## src/rtl/enc_secded_stream.sv

```systemverilog
// SECDED (extended Hamming) stream encoder, 8/16/32-bit codewords per beat.
// Valid/ready input, registered output FIFO, error injection, word counter.
module enc_secded_stream #(
    parameter int AMBA_WORD  = 32,
    parameter int FIFO_DEPTH = 4,
    parameter int CNT_WIDTH  = 16
) (
    input  logic                 clk,
    input  logic                 rst,
    input  logic                 in_valid,
    output logic                 in_ready,
    input  logic [AMBA_WORD-1:0] data_in,
    input  logic [1:0]           codeword_width,
    input  logic [AMBA_WORD-1:0] err_mask,
    output logic                 out_valid,
    input  logic                 out_ready,
    output logic [AMBA_WORD-1:0] enc_out,
    output logic [1:0]           out_width,
    output logic                 err_illegal,
    output logic [CNT_WIDTH-1:0] word_cnt
);

    localparam int PW = (FIFO_DEPTH > 1) ? $clog2(FIFO_DEPTH) : 1;
    localparam logic [PW:0] FULL = (PW+1)'(FIFO_DEPTH);

    localparam logic [1:0] W_S   = 2'b00;
    localparam logic [1:0] W_M   = 2'b01;
    localparam logic [1:0] W_L   = 2'b10;
    localparam logic [1:0] W_ILL = 2'b11;

    // Column values walk 3,5,6,7,9,... skipping powers of two; d0 is the
    // field MSB, so the data is left-aligned and shifted out from the top.
    function automatic logic [31:0] secded(input logic [25:0] d,
                                           input int k, input int p);
        logic [25:0] sh;
        logic [5:0]  par;
        logic [31:0] pf;
        logic        di;
        logic        ov;
        int          c;
        sh  = d << (26 - k);
        par = '0;
        ov  = 1'b0;
        c   = 2;
        for (int i = 0; i < 26; i++) begin
            if (i < k) begin
                c = c + 1;
                if ((c & (c - 1)) == 0) c = c + 1;
                di = sh[25];
                sh = sh << 1;
                ov = ov ^ di;
                for (int j = 0; j < 5; j++) begin
                    if (c[j]) par[j] = par[j] ^ di;
                end
            end
        end
        ov = ov ^ (^par);
        pf = '0;
        for (int j = 0; j < 5; j++) begin
            if (j < p - 1) pf = {pf[30:0], par[j]};
        end
        pf = {pf[30:0], ov};
        return ((32'(d) & ((32'd1 << k) - 32'd1)) << p) | pf;
    endfunction

    logic [31:0] cw_s, cw_m, cw_l;
    logic [31:0] cw, wmask;
    logic [AMBA_WORD-1:0] stored;

    assign cw_s = secded(data_in[25:0], 4, 4);
    assign cw_m = secded(data_in[25:0], 11, 5);
    assign cw_l = secded(data_in[25:0], 26, 6);

    always_comb begin
        cw    = '0;
        wmask = '0;
        unique case (1'b1)
            (codeword_width == W_S): begin
                cw    = cw_s;
                wmask = 32'h0000_00FF;
            end
            (codeword_width == W_M): begin
                cw    = cw_m;
                wmask = 32'h0000_FFFF;
            end
            (codeword_width == W_L): begin
                cw    = cw_l;
                wmask = 32'hFFFF_FFFF;
            end
            default: ;
        endcase
    end

    assign stored = AMBA_WORD'(cw ^ (err_mask[31:0] & wmask));

    logic [AMBA_WORD-1:0] mem_d [FIFO_DEPTH];
    logic [1:0]           mem_w [FIFO_DEPTH];
    logic [PW-1:0]        wptr, rptr;
    logic [PW:0]          count;
    logic                 fire, legal, push, pop;

    assign in_ready  = (count < FULL);
    assign out_valid = (count != '0);
    assign fire      = in_valid && in_ready;
    assign legal     = (codeword_width != W_ILL);
    assign push      = fire && legal;
    assign pop       = out_valid && out_ready;

    assign enc_out   = out_valid ? mem_d[rptr] : '0;
    assign out_width = out_valid ? mem_w[rptr] : 2'b00;

    always_ff @(posedge clk) begin
        if (push) begin
            mem_d[wptr] <= stored;
            mem_w[wptr] <= codeword_width;
        end
    end

    always_ff @(posedge clk or posedge rst) begin
        if (rst) begin
            wptr        <= '0;
            rptr        <= '0;
            count       <= '0;
            err_illegal <= 1'b0;
            word_cnt    <= '0;
        end else begin
            err_illegal <= fire && !legal;
            if (push) wptr <= wptr + 1'b1;
            if (pop)  rptr <= rptr + 1'b1;
            unique case ({push, pop})
                2'b10:   count <= count + 1'b1;
                2'b01:   count <= count - 1'b1;
                default: ;
            endcase
            if (push && !(&word_cnt)) word_cnt <= word_cnt + 1'b1;
        end
    end

endmodule

```

## config.mk

```make
export PLATFORM = sky130hd
export DESIGN_NAME = enc_secded_stream
export DESIGN_NICKNAME = d
export VERILOG_FILES = /design/src/rtl/enc_secded_stream.sv
export SDC_FILE = /design/constraint.sdc
export NUM_CORES = 1
export LEC_CHECK = 0
export BUFFER_PORTS_ARGS = -buffer_cell sky130_fd_sc_hd__buf_4
export CORE_UTILIZATION = 57
export CTS_CLUSTER_DIAMETER = 50
export DETAILED_ROUTE_END_ITERATION = 10
export PLACE_DENSITY = 0.83
export SLEW_MARGIN = 20
export SYNTH_ARGS = -nofsm -noshare
export SYNTH_HDL_FRONTEND = slang
export SYNTH_SLANG_ARGS = --single-unit
```

## constraint.sdc

```tcl
create_clock -name clk -period 2.7 [get_ports clk]
set_clock_uncertainty 0.05 [all_clocks]
set_input_delay 0.135 -clock clk [delete_from_list [all_inputs] [get_ports clk]]
set_output_delay 0.135 -clock clk [all_outputs]
set_load 0.02 [all_outputs]
```

==> flow_summary_export.csv, run 1 <==
group,metric,value,unit
status,status,"completed",
cts,cts_htree_levels,4,
timing,rsz0062_at_grt,"no",
pwr,p_sw,2.976,mW
synth,synthTopCellsByArea,"edfxtp_1, mux4_2, dfrtp_1",
cts,cts_tree,"yes",
detailed_routing,num_vias,4509,
pwr,comb_power_share,40.0,%
critical_path,r2r-end,"word_cnt[13]",
critical_path,path_max_fanout,4,
synth,synth_enable_flop_cells,136,
floorplanning,die_h,118.4,µm
critical_path,cp.required,2800,ps
grt,gr-total-overflow,0,
detailed_routing,drc,0,
detailed_routing,vias_per_cell,5.526,
cts,cts_made_buffers,17,
detailed_routing,post_drt_wl_per_cell,19.57,µm
pwr,p_sw_share,31.73,%
place,globalplace.congestion,0.8434,
timing,tightest_slew,921.8,ps
pwr,pwr-share-clk,25.0,%
hold_path,hp-class,"in2reg",
synth,synth_warnings,0,
grt,grt_max_degree,36,
synth,async_flop_share,15.00,%
detailed_routing,drt_iter0_markers,405,
cts,clk_latency,420,ps
cts,clk_pin_slew,60,ps
place,placed_cells,780,
pwr,intPower,6.404,mW
finish,fill_cells,861,
hold_path,min_path_cells,3,
finish,layoutNonFillerInstCount,816,
finish,drive_gt1_share,31.56,%
cts,cts_num_sinks,160,
finish,regArea,4686,µm²
cts,ctsResizeCount,0,
place,port_buffers,116,
finish,antenna_cells,0,
synth,syn_area,7717,µm²
synth,yosysTopAreaCell,"edfxtp_1",
timing,clock.fmax,0.3951,GHz
timing,fin_crit_sh,93.74,%
timing,slew_headroom,38.48,%
pwr,power.density,986.3,nW/µm²
floorplanning,pin_count,123,
synth,avgSynthCellArea,15.69,µm²
grt,grt_pass1_wl,25.20,mm
critical_path,cp-start-kind,"primary input",
synth,syn_inst,492,
pwr,seqPwrFrac,34.9,%
pwr,peakVddDrop,0.0005502,V
critical_path,worst-r2r-setup-slack,500,ps
place,hpwl,10.68,mm
grt,antenna_found_initial,0,
critical_path,crit_type,"in2reg",
detailed_routing,wl,15.97,mm
timing,hold_viol_final,0,
floorplanning,die-area,14010,µm²
critical_path,r2r-start,"word_cnt[0]",
finish,most-common-layout-cells,"buf_4, edfxtp_1, xnor2_1",
floorplanning,coreArea,13240,µm²
pwr,power,9.379,mW
pwr,p_leak,3.735,nW
finish,nets,708,
hold_path,hp-start,"out_ready",
finish,syn2layout_area_growth,23.22,%
synth,synthDistinctLibCells,35,
detailed_routing,antenna_left,0,
synth,ys_seq_area_share,60.70,%
critical_path,critPathArrivalTime,2630,ps
timing,finalCriticalPeriod,2531,ps
cts,clockRootBuffer,"clkbuf_16",
synth,synth_nets,573,
cts,post-cts-setup-buffers,0,
finish,multiInputGateArea,2878,µm²
cts,hold_buffers,4,
floorplanning,start_util,58.28,%
grt,grt_pass1_vias,4666,
timing,setup-violations-final,0,
hold_path,min_to,"rptr[0]",
synth,ys.flop_type,"edfxtp_1",
grt,grt_usage,24.72,%
floorplanning,rows,42,
floorplanning,die_w,118.4,µm
critical_path,critPathCaptureType,"register",
detailed_routing,first_pass_iters,6,
synth,ys_ff_latch,160,
critical_path,reg2reg_depth,7,
flow_run,cap_violations,0,
cts,clk_path_buf_depth,2,
timing,finalMaxSlewViolations,0,
finish,utilization,71.81,%
synth,netlist.area_leader.share,52.92,%
stage by stage:
step | cell area [µm²] | TNS [ps] | hold WS [ps] | setup slack (ps)
global placement | 8890 | -633.1 | 320.0 | -158.3
finish | 9509 | 0 | 32.04 | 169.1
detailed placement | 8890 | -1048 | 330.6 | -262.1
global route | 9509 | 0 | 46.19 | 106.7
floorplan | 7717 | 0 | 99.62 | 31.63
CTS | 9509 | 0 | 16.18 | 179.9
power groups by stage:
stage | combinational (mW) | clock (mW) | sequential (mW)
floorplan | 2.48 | 0 | 3.27
global placement | 3.68 | 0 | 3.30
detailed placement | 3.77 | 0 | 3.33
CTS | 3.80 | 2.38 | 3.28
global route | 4.01 | 2.48 | 3.31
finish | 3.75 | 2.35 | 3.28
critical path, stage by stage:
cell,delay [ps]
buf_4,120
xnor3_1,390
xnor2_1,320
xnor3_1,500
xnor3_1,390
xnor3_1,230
and4_4,200
a2111o_1,340
how the worst max path moves through the flow:
stage	start	endpoint	slack [ps]	cells past startpoint
after floorplan	data_in[8]	mem_d[0][0]	30	8
after global placement	data_in[12]	mem_d[2][0]	-160	8
after detailed placement	data_in[12]	mem_d[3][0]	-260	8
after CTS	data_in[12]	mem_d[3][0]	180	8
after global routing	data_in[12]	mem_d[3][0]	110	8
final	data_in[12]	mem_d[1][0]	170	8
kinds of logic (layout without fill, tap and decap cells):
logic type,count (synthesis),in the layout,share of synthesized area [%]
AO/OA/AOI/OAI,20,20,2.156
XOR/XNOR,111,111,14.95
adder cells (fa/ha/maj),11,11,1.881
buffers and inverters,38,186,2.010
flip-flops,160,160,60.70
multiplexers,35,35,10.05
AND/OR/NAND/NOR,117,117,8.252
cell usage after synthesis (2+ instances only):
library cell / n
edfxtp_1: 136
xnor2_1: 61
and2_1: 56
xor2_1: 36
mux4_2: 34
dfrtp_1: 24
clkbuf_1: 19
nand2_1: 19
nor2_1: 18
inv_1: 12
xnor3_1: 11
ha_1: 10
and3_1: 9
a22oi_1: 8
a222oi_1: 6
nand3_1: 6
buf_2: 4
buf_1: 2
nand4_1: 2
nor3_1: 2
nor4_1: 2
xnor2_2: 2
area by class of cell:
class	instances	area share, %
Inverter	12	0.4737
Tap cell	176	2.316
Clock inverter	12	1.500
Timing Repair Buffer	142	11.58
Multi-Input combinational cell	294	30.26
Clock buffer	20	4.592
Sequential cell	160	49.28
flip-flops by register name, summed over array words and instances, names as in the netlist:
signal / flops
mem_w: 8
rptr: 2
word_cnt: 16
err_illegal: 1
wptr: 2
count: 3
mem_d: 128
per-layer routing:
metal / vias up / part of all wire (%) / global-route usage [%]
met5: - / 0 / 0
met4: 0 / 2.0 / 9.936
met3: 25 / 5.4 / 4.730
met2: 164 / 52 / 40.85
met1: 2241 / 41 / 32.47
li1: 2079 / - / -
No activity file was read; power rests on OpenSTA's default activity.
==> run 2, diff against run 1 <==
Settings changed: CORE_UTILIZATION 57 to 61, PLACE_DENSITY 0.83 to 0.88.
Clock period 2.7 ns to 3.07 ns, I/O delays scaled along.
==> run 2 against run 1 <==
Against the previous run: routed wire length up 0.48%; cell count down 2.2%; hold slack better by 47 ps; combinational power down 14%; cell area down 1.3%; via count up 0.18%; critical path type is now reg2out; critical endpoint is now enc_out[2]; largest cell class unchanged.
==> flow_summary_export.csv, run 2 (same netlist as run 1, synthesis figures left out) <==
group,metric,value,unit
flow_run,cap_violations,0,
pwr,p_sw,2.587,mW
pwr,intPower,5.488,mW
timing,fin_crit_sh,81.92,%
floorplanning,die_h,114.5,µm
detailed_routing,drt_iter0_markers,334,
pwr,p_sw_share,32.04,%
detailed_routing,antenna_left,0,
grt,gr-total-overflow,0,
cts,cts_made_buffers,17,
pwr,p_leak,3.670,nW
pwr,power.density,860.3,nW/µm²
detailed_routing,post_drt_wl_per_cell,20.11,µm
timing,setup-violations-final,0,
detailed_routing,vias_per_cell,5.660,
critical_path,crit_type,"reg2out",
detailed_routing,drc,0,
floorplanning,coreArea,12160,µm²
hold_path,hp-class,"in2reg",
cts,cts_htree_levels,4,
finish,drive_gt1_share,30.48,%
timing,slew_headroom,37.28,%
timing,tns,0,ps
cts,cts_tree,"yes",
timing,rsz0062_at_grt,"no",
pwr,power,8.075,mW
place,globalplace.congestion,0.9088,
grt,grt_usage,26.98,%
cts,clk_path_buf_depth,2,
place,port_buffers,116,
timing,tightest_slew,939.8,ps
detailed_routing,num_vias,4517,
finish,syn2layout_area_growth,21.61,%
cts,clockRootBuffer,"clkbuf_16",
finish,top_register,"mem_d",
timing,clock.fmax,0.3976,GHz
cts,clk_pin_slew,60,ps
timing,hold_viol_final,0,
finish,antenna_cells,0,
grt,grt_max_degree,36,
finish,largest_reg_flops,128,
grt,antenna_found_initial,0,
timing,finalCriticalPeriod,2515,ps
finish,final_common_cell,"edfxtp_1",
floorplanning,pin_count,123,
critical_path,critPathArrivalTime,2310,ps
cts,cts_num_sinks,160,
finish,nets,698,
timing,finalMaxSlewViolations,0,
floorplanning,rows,40,
status,status,"completed",
pwr,pwr-share-clk,24.2,%
pwr,seqPwrFrac,35.7,%
cts,ctsResizeCount,0,
critical_path,cp.required,2870,ps
critical_path,cp-start-kind,"register",
finish,fill_cells,702,
grt,grt_pass1_wl,25.20,mm
floorplanning,die-area,13110,µm²
grt,grt_pass1_vias,4834,
floorplanning,start_util,63.46,%
detailed_routing,first_pass_iters,7,
place,hpwl,10.76,mm
detailed_routing,wl,16.05,mm
finish,top_regs,"mem_d x128, word_cnt x16, mem_w x8",
pwr,comb_power_share,40.0,%
cts,clk_latency,420,ps
pwr,peakVddDrop,0.0005248,V
timing,whs,78.97,ps
critical_path,path_max_fanout,21,
finish,most-common-layout-cells,"edfxtp_1, buf_4, xnor2_1",
critical_path,critPathCaptureType,"output port",
floorplanning,die_w,114.5,µm
-- run 2: cell count changes in the layout (fill, tap and decap cells not counted) --
| cell | delta |
|---|---|
| clkinv_4 | -1 |
| buf_12 | -1 |
| clkinv_2 | +1 |
| clkinv_1 | +2 |
| clkbuf_1 | -2 |
| clkinvlp_4 | +1 |
| buf_4 | -9 |
| bufinv_16 | -1 |
-- run 2: area by class of cell --
type                       count  area [µm²]  area share (%)
sequential                   160        4686           49.93
multi-input combinational    294        2878           30.66
timing repair buffer         132        1013           10.80
clock buffer                  18       429.2           4.573
tap                          168       210.2           2.240
clock inverter                14       123.9           1.320
inverter                      12       45.04          0.4799
-- run 2: layer usage --
layer	routed length, µm	share of wire [%]	GRT usage [%]
met4	439	2.7	14.03
met1	6269	39	32.61
met5	0	0	0
met2	8500	53	45.86
met3	837	5.2	5.876
-- run 2: worst max-delay path: stages, from the launching register on --
cell	delay, ps
dfrtp_2	740
buf_12	280
mux4_2	530
and2_1	180
buf_4	150
-- run 2: path summary, 6_finish.rpt --
path / slack, ps / startpoint / cells after the start / to
hold / removal: 80 / out_ready / 3 / rptr[0]
setup / recovery: 560 / rptr[0] / 4 / enc_out[2]
hold reg to reg: 450 / count[0] / 1 / count[0]
min in group asynchronous: 470 / rst / 3 / word_cnt[14]
setup reg to reg: 990 / word_cnt[0] / 7 / word_cnt[6]
max in group asynchronous: 1860 / rst / 3 / rptr[0]
-- run 2: power by group through the flow --
stage	Sequential (mW)	Clock, mW	Combinational (mW)
floorplan	2.87	0	2.18
global placement	2.91	0	3.17
detailed placement	2.93	0	3.25
CTS	2.89	1.98	3.27
global route	2.92	2.08	3.46
finish	2.89	1.96	3.23
-- run 2: repair_timing --
item / in CTS / in global routing
setup buffers: 0 / 0
hold endpoints to repair: 33 / 0
hold buffers: 4 / 0
setup endpoints to repair: 0 / 0
-- run 2: metrics by stage --
step	area, µm²	util, %	std cells	worst slack [ps]
floorplan	7717	-	492	383.1
finish	9385	77.17	798	555.0
detailed placement	8792	72.29	762	158.5
CTS	9385	77.17	798	475.1
global route	9385	77.17	798	416.7
global placement	8792	72.29	762	228.3
==> run 3, diff against run 2 <==
Settings changed: CORE_UTILIZATION 61 to 51, PLACE_DENSITY 0.88 to 0.79.
Clock period 3.07 ns to 2.1 ns, I/O delays scaled along.
==> run 3 against run 2 <==
Against the previous run: core utilization down 6.5 points; combinational power grew 80%; the flow now finishes with violations (DRC, setup timing); critical endpoint is now mem_d[1][0]; clock power up 54%; non-clock buffer count increased by 63; critical path depth grew 4; sequential power rose by 43%; routed wire length rose by 9.2%; global-route usage fell by 3.6 points; largest power group unchanged.
==> flow_summary_export.csv, run 3 (same netlist as run 1, synthesis figures left out) <==
group,metric,value,unit
cts,cts_htree_levels,4,
floorplanning,pin_count,123,
hold_path,hp-class,"in2reg",
finish,most-common-layout-cells,"buf_4, edfxtp_1, xnor2_1",
detailed_routing,antenna_left,0,
finish,regArea,4686,µm²
critical_path,crit_type,"in2reg",
critical_path,path_cells,"buf_12, xnor2_4, xnor3_1, xnor2_1, xnor3_1, xnor3_1, and4_4, a2111o_1",
finish,utilization,70.71,%
timing,slew_headroom,65.26,%
detailed_routing,drt_iter0_markers,378,
finish,final_common_cell,"buf_4",
detailed_routing,wl,17.52,mm
timing,fin_crit_sh,101.2,%
grt,gr-total-overflow,0,
timing,hold_viol_final,0,
finish,layoutNonFillerInstCount,876,
floorplanning,die_w,125.0,µm
critical_path,cp.required,2200,ps
finish,top_register,"mem_d",
floorplanning,coreArea,14640,µm²
floorplanning,die-area,15630,µm²
timing,tightest_slew,521.1,ps
timing,setup-violations-final,4,
cts,clk_path_buf_depth,2,
finish,nets,761,
critical_path,critPathCaptureType,"register",
pwr,peakVddDrop,0.0006078,V
cts,clk_latency,430,ps
detailed_routing,post_drt_wl_per_cell,20.00,µm
detailed_routing,first_pass_iters,7,
finish,largest_reg_flops,128,
finish,syn2layout_area_growth,34.18,%
floorplanning,die_h,125.0,µm
place,port_buffers,116,
finish,fill_cells,943,
critical_path,critPathArrivalTime,2220,ps
timing,fin_ws,-25.67,ps
detailed_routing,top_layer,"met4",
detailed_routing,routedLengthMet1,6.971,mm
cts,cts_num_sinks,160,
critical_path,cp_slowest_cell,"xnor3_1",
critical_path,cpMostUsedCell,"xnor3_1",
finish,drive_gt1_share,44.36,%
critical_path,cpPeakStageDelay,460,ps
status,violations,"DRC, setup timing",
grt,grt_pass1_wl,26.94,mm
cts,clk_pin_slew,60,ps
detailed_routing,drc,10,
pwr,power.density,1253,nW/µm²
floorplanning,start_util,52.70,%
finish,multiInputGateArea,3151,µm²
flow_run,cap_violations,0,
grt,grt_pass1_vias,5041,
grt,grt_max_degree,36,
cts,cts_made_buffers,17,
detailed_routing,met2_length,9.497,mm
detailed_routing,dr_wl_met3,738,µm
grt,grt_usage,23.35,%
place,hpwl,12.06,mm
detailed_routing,num_vias,4838,
finish,top_regs,"mem_d x128, word_cnt x16, mem_w x8",
cts,cts_tree,"yes",
timing,finalMaxSlewViolations,0,
finish,antenna_cells,0,
grt,antenna_found_initial,0,
critical_path,cp-start-kind,"primary input",
place,placed_cells,838,
timing,finalCriticalPeriod,2126,ps
place,globalplace.congestion,0.8101,
status,status,"finished, violations left",
timing,rsz0062_at_grt,"yes",
critical_path,path_max_fanout,4,
finish,finalInstanceArea,10350,µm²
pwr,p_leak,4.168,nW
detailed_routing,vias_per_cell,5.523,
cts,clockRootBuffer,"clkbuf_16",
pwr,power,12.98,mW
timing,whs,62.92,ps
place,place_area,9417,µm²
timing,clock.fmax,0.4704,GHz
floorplanning,rows,44,
run 3: cell types whose count changed in the layout (fill, tap and decap cells not counted), sizes merged:
cell / change
buf: +63
bufinv: +1
clkbuf: +1
clkinv: -2
clkinvlp: -1
run 3: timing repair:
action                                 in CTS  in global routing
buffers inserted                            2                  3
hold buffers                                4                  0
setup endpoints to repair                   7                 44
resized for setup                          16                 59
endpoints found under the hold margin      33                  0
pin swaps                                   5                  8
run 3: power breakdown:
part	switching, mW	leakage, nW	total [mW]	internal (mW)
Combinational	2.72	2.33	5.82	3.11
Clock	1.18	0.274	3.02	1.85
Sequential	0.165	1.56	4.13	3.97
Total	4.06	4.17	13.0	8.92
run 3: layout make-up:
type	instances	area share, %
clock inverter	12	1.390
inverter	12	0.4350
sequential	160	45.25
tap	184	2.223
multi-input combinational	294	30.43
timing repair buffer	195	16.09
clock buffer	19	4.181
run 3: stage by stage:
stage	setup WS, ps	TNS, ps
after floorplan	-236.9	-947.8
after global placement	-435.9	-8275
after detailed placement	-507.9	-9340
after CTS	-0.4079	-0.4079
after global routing	-63.65	-349.5
final	-25.67	-93.95
run 3: layer usage:
metal  vias up  global-route usage (%)
met5         -                       0
met4         0                   10.04
met3        28                   4.108
met2       143                   40.75
met1      2494                   28.76
li1       2173                       -
run 3: critical path, delay by kind of cell:
| kind | cells | cell delay, ps |
|---|---|---|
| xor+xnor | 5 | 1450 |
| compound gates | 1 | 340 |
| simple gates | 1 | 210 |
| buf+inv | 1 | 110 |
run 3: worst paths after layout:
check / cells after the start / startpoint / slack, ps / endpoint
max: 8 / data_in[10] / -30 / mem_d[1][0]
min: 3 / err_mask[3] / 60 / mem_d[0][3]
max reg2reg: 7 / word_cnt[1] / 120 / word_cnt[13]
min reg2reg: 1 / count[0] / 440 / count[0]
max in group asynchronous: 4 / rst / 1500 / rptr[0]
min in group asynchronous: 4 / rst / 240 / rptr[1]
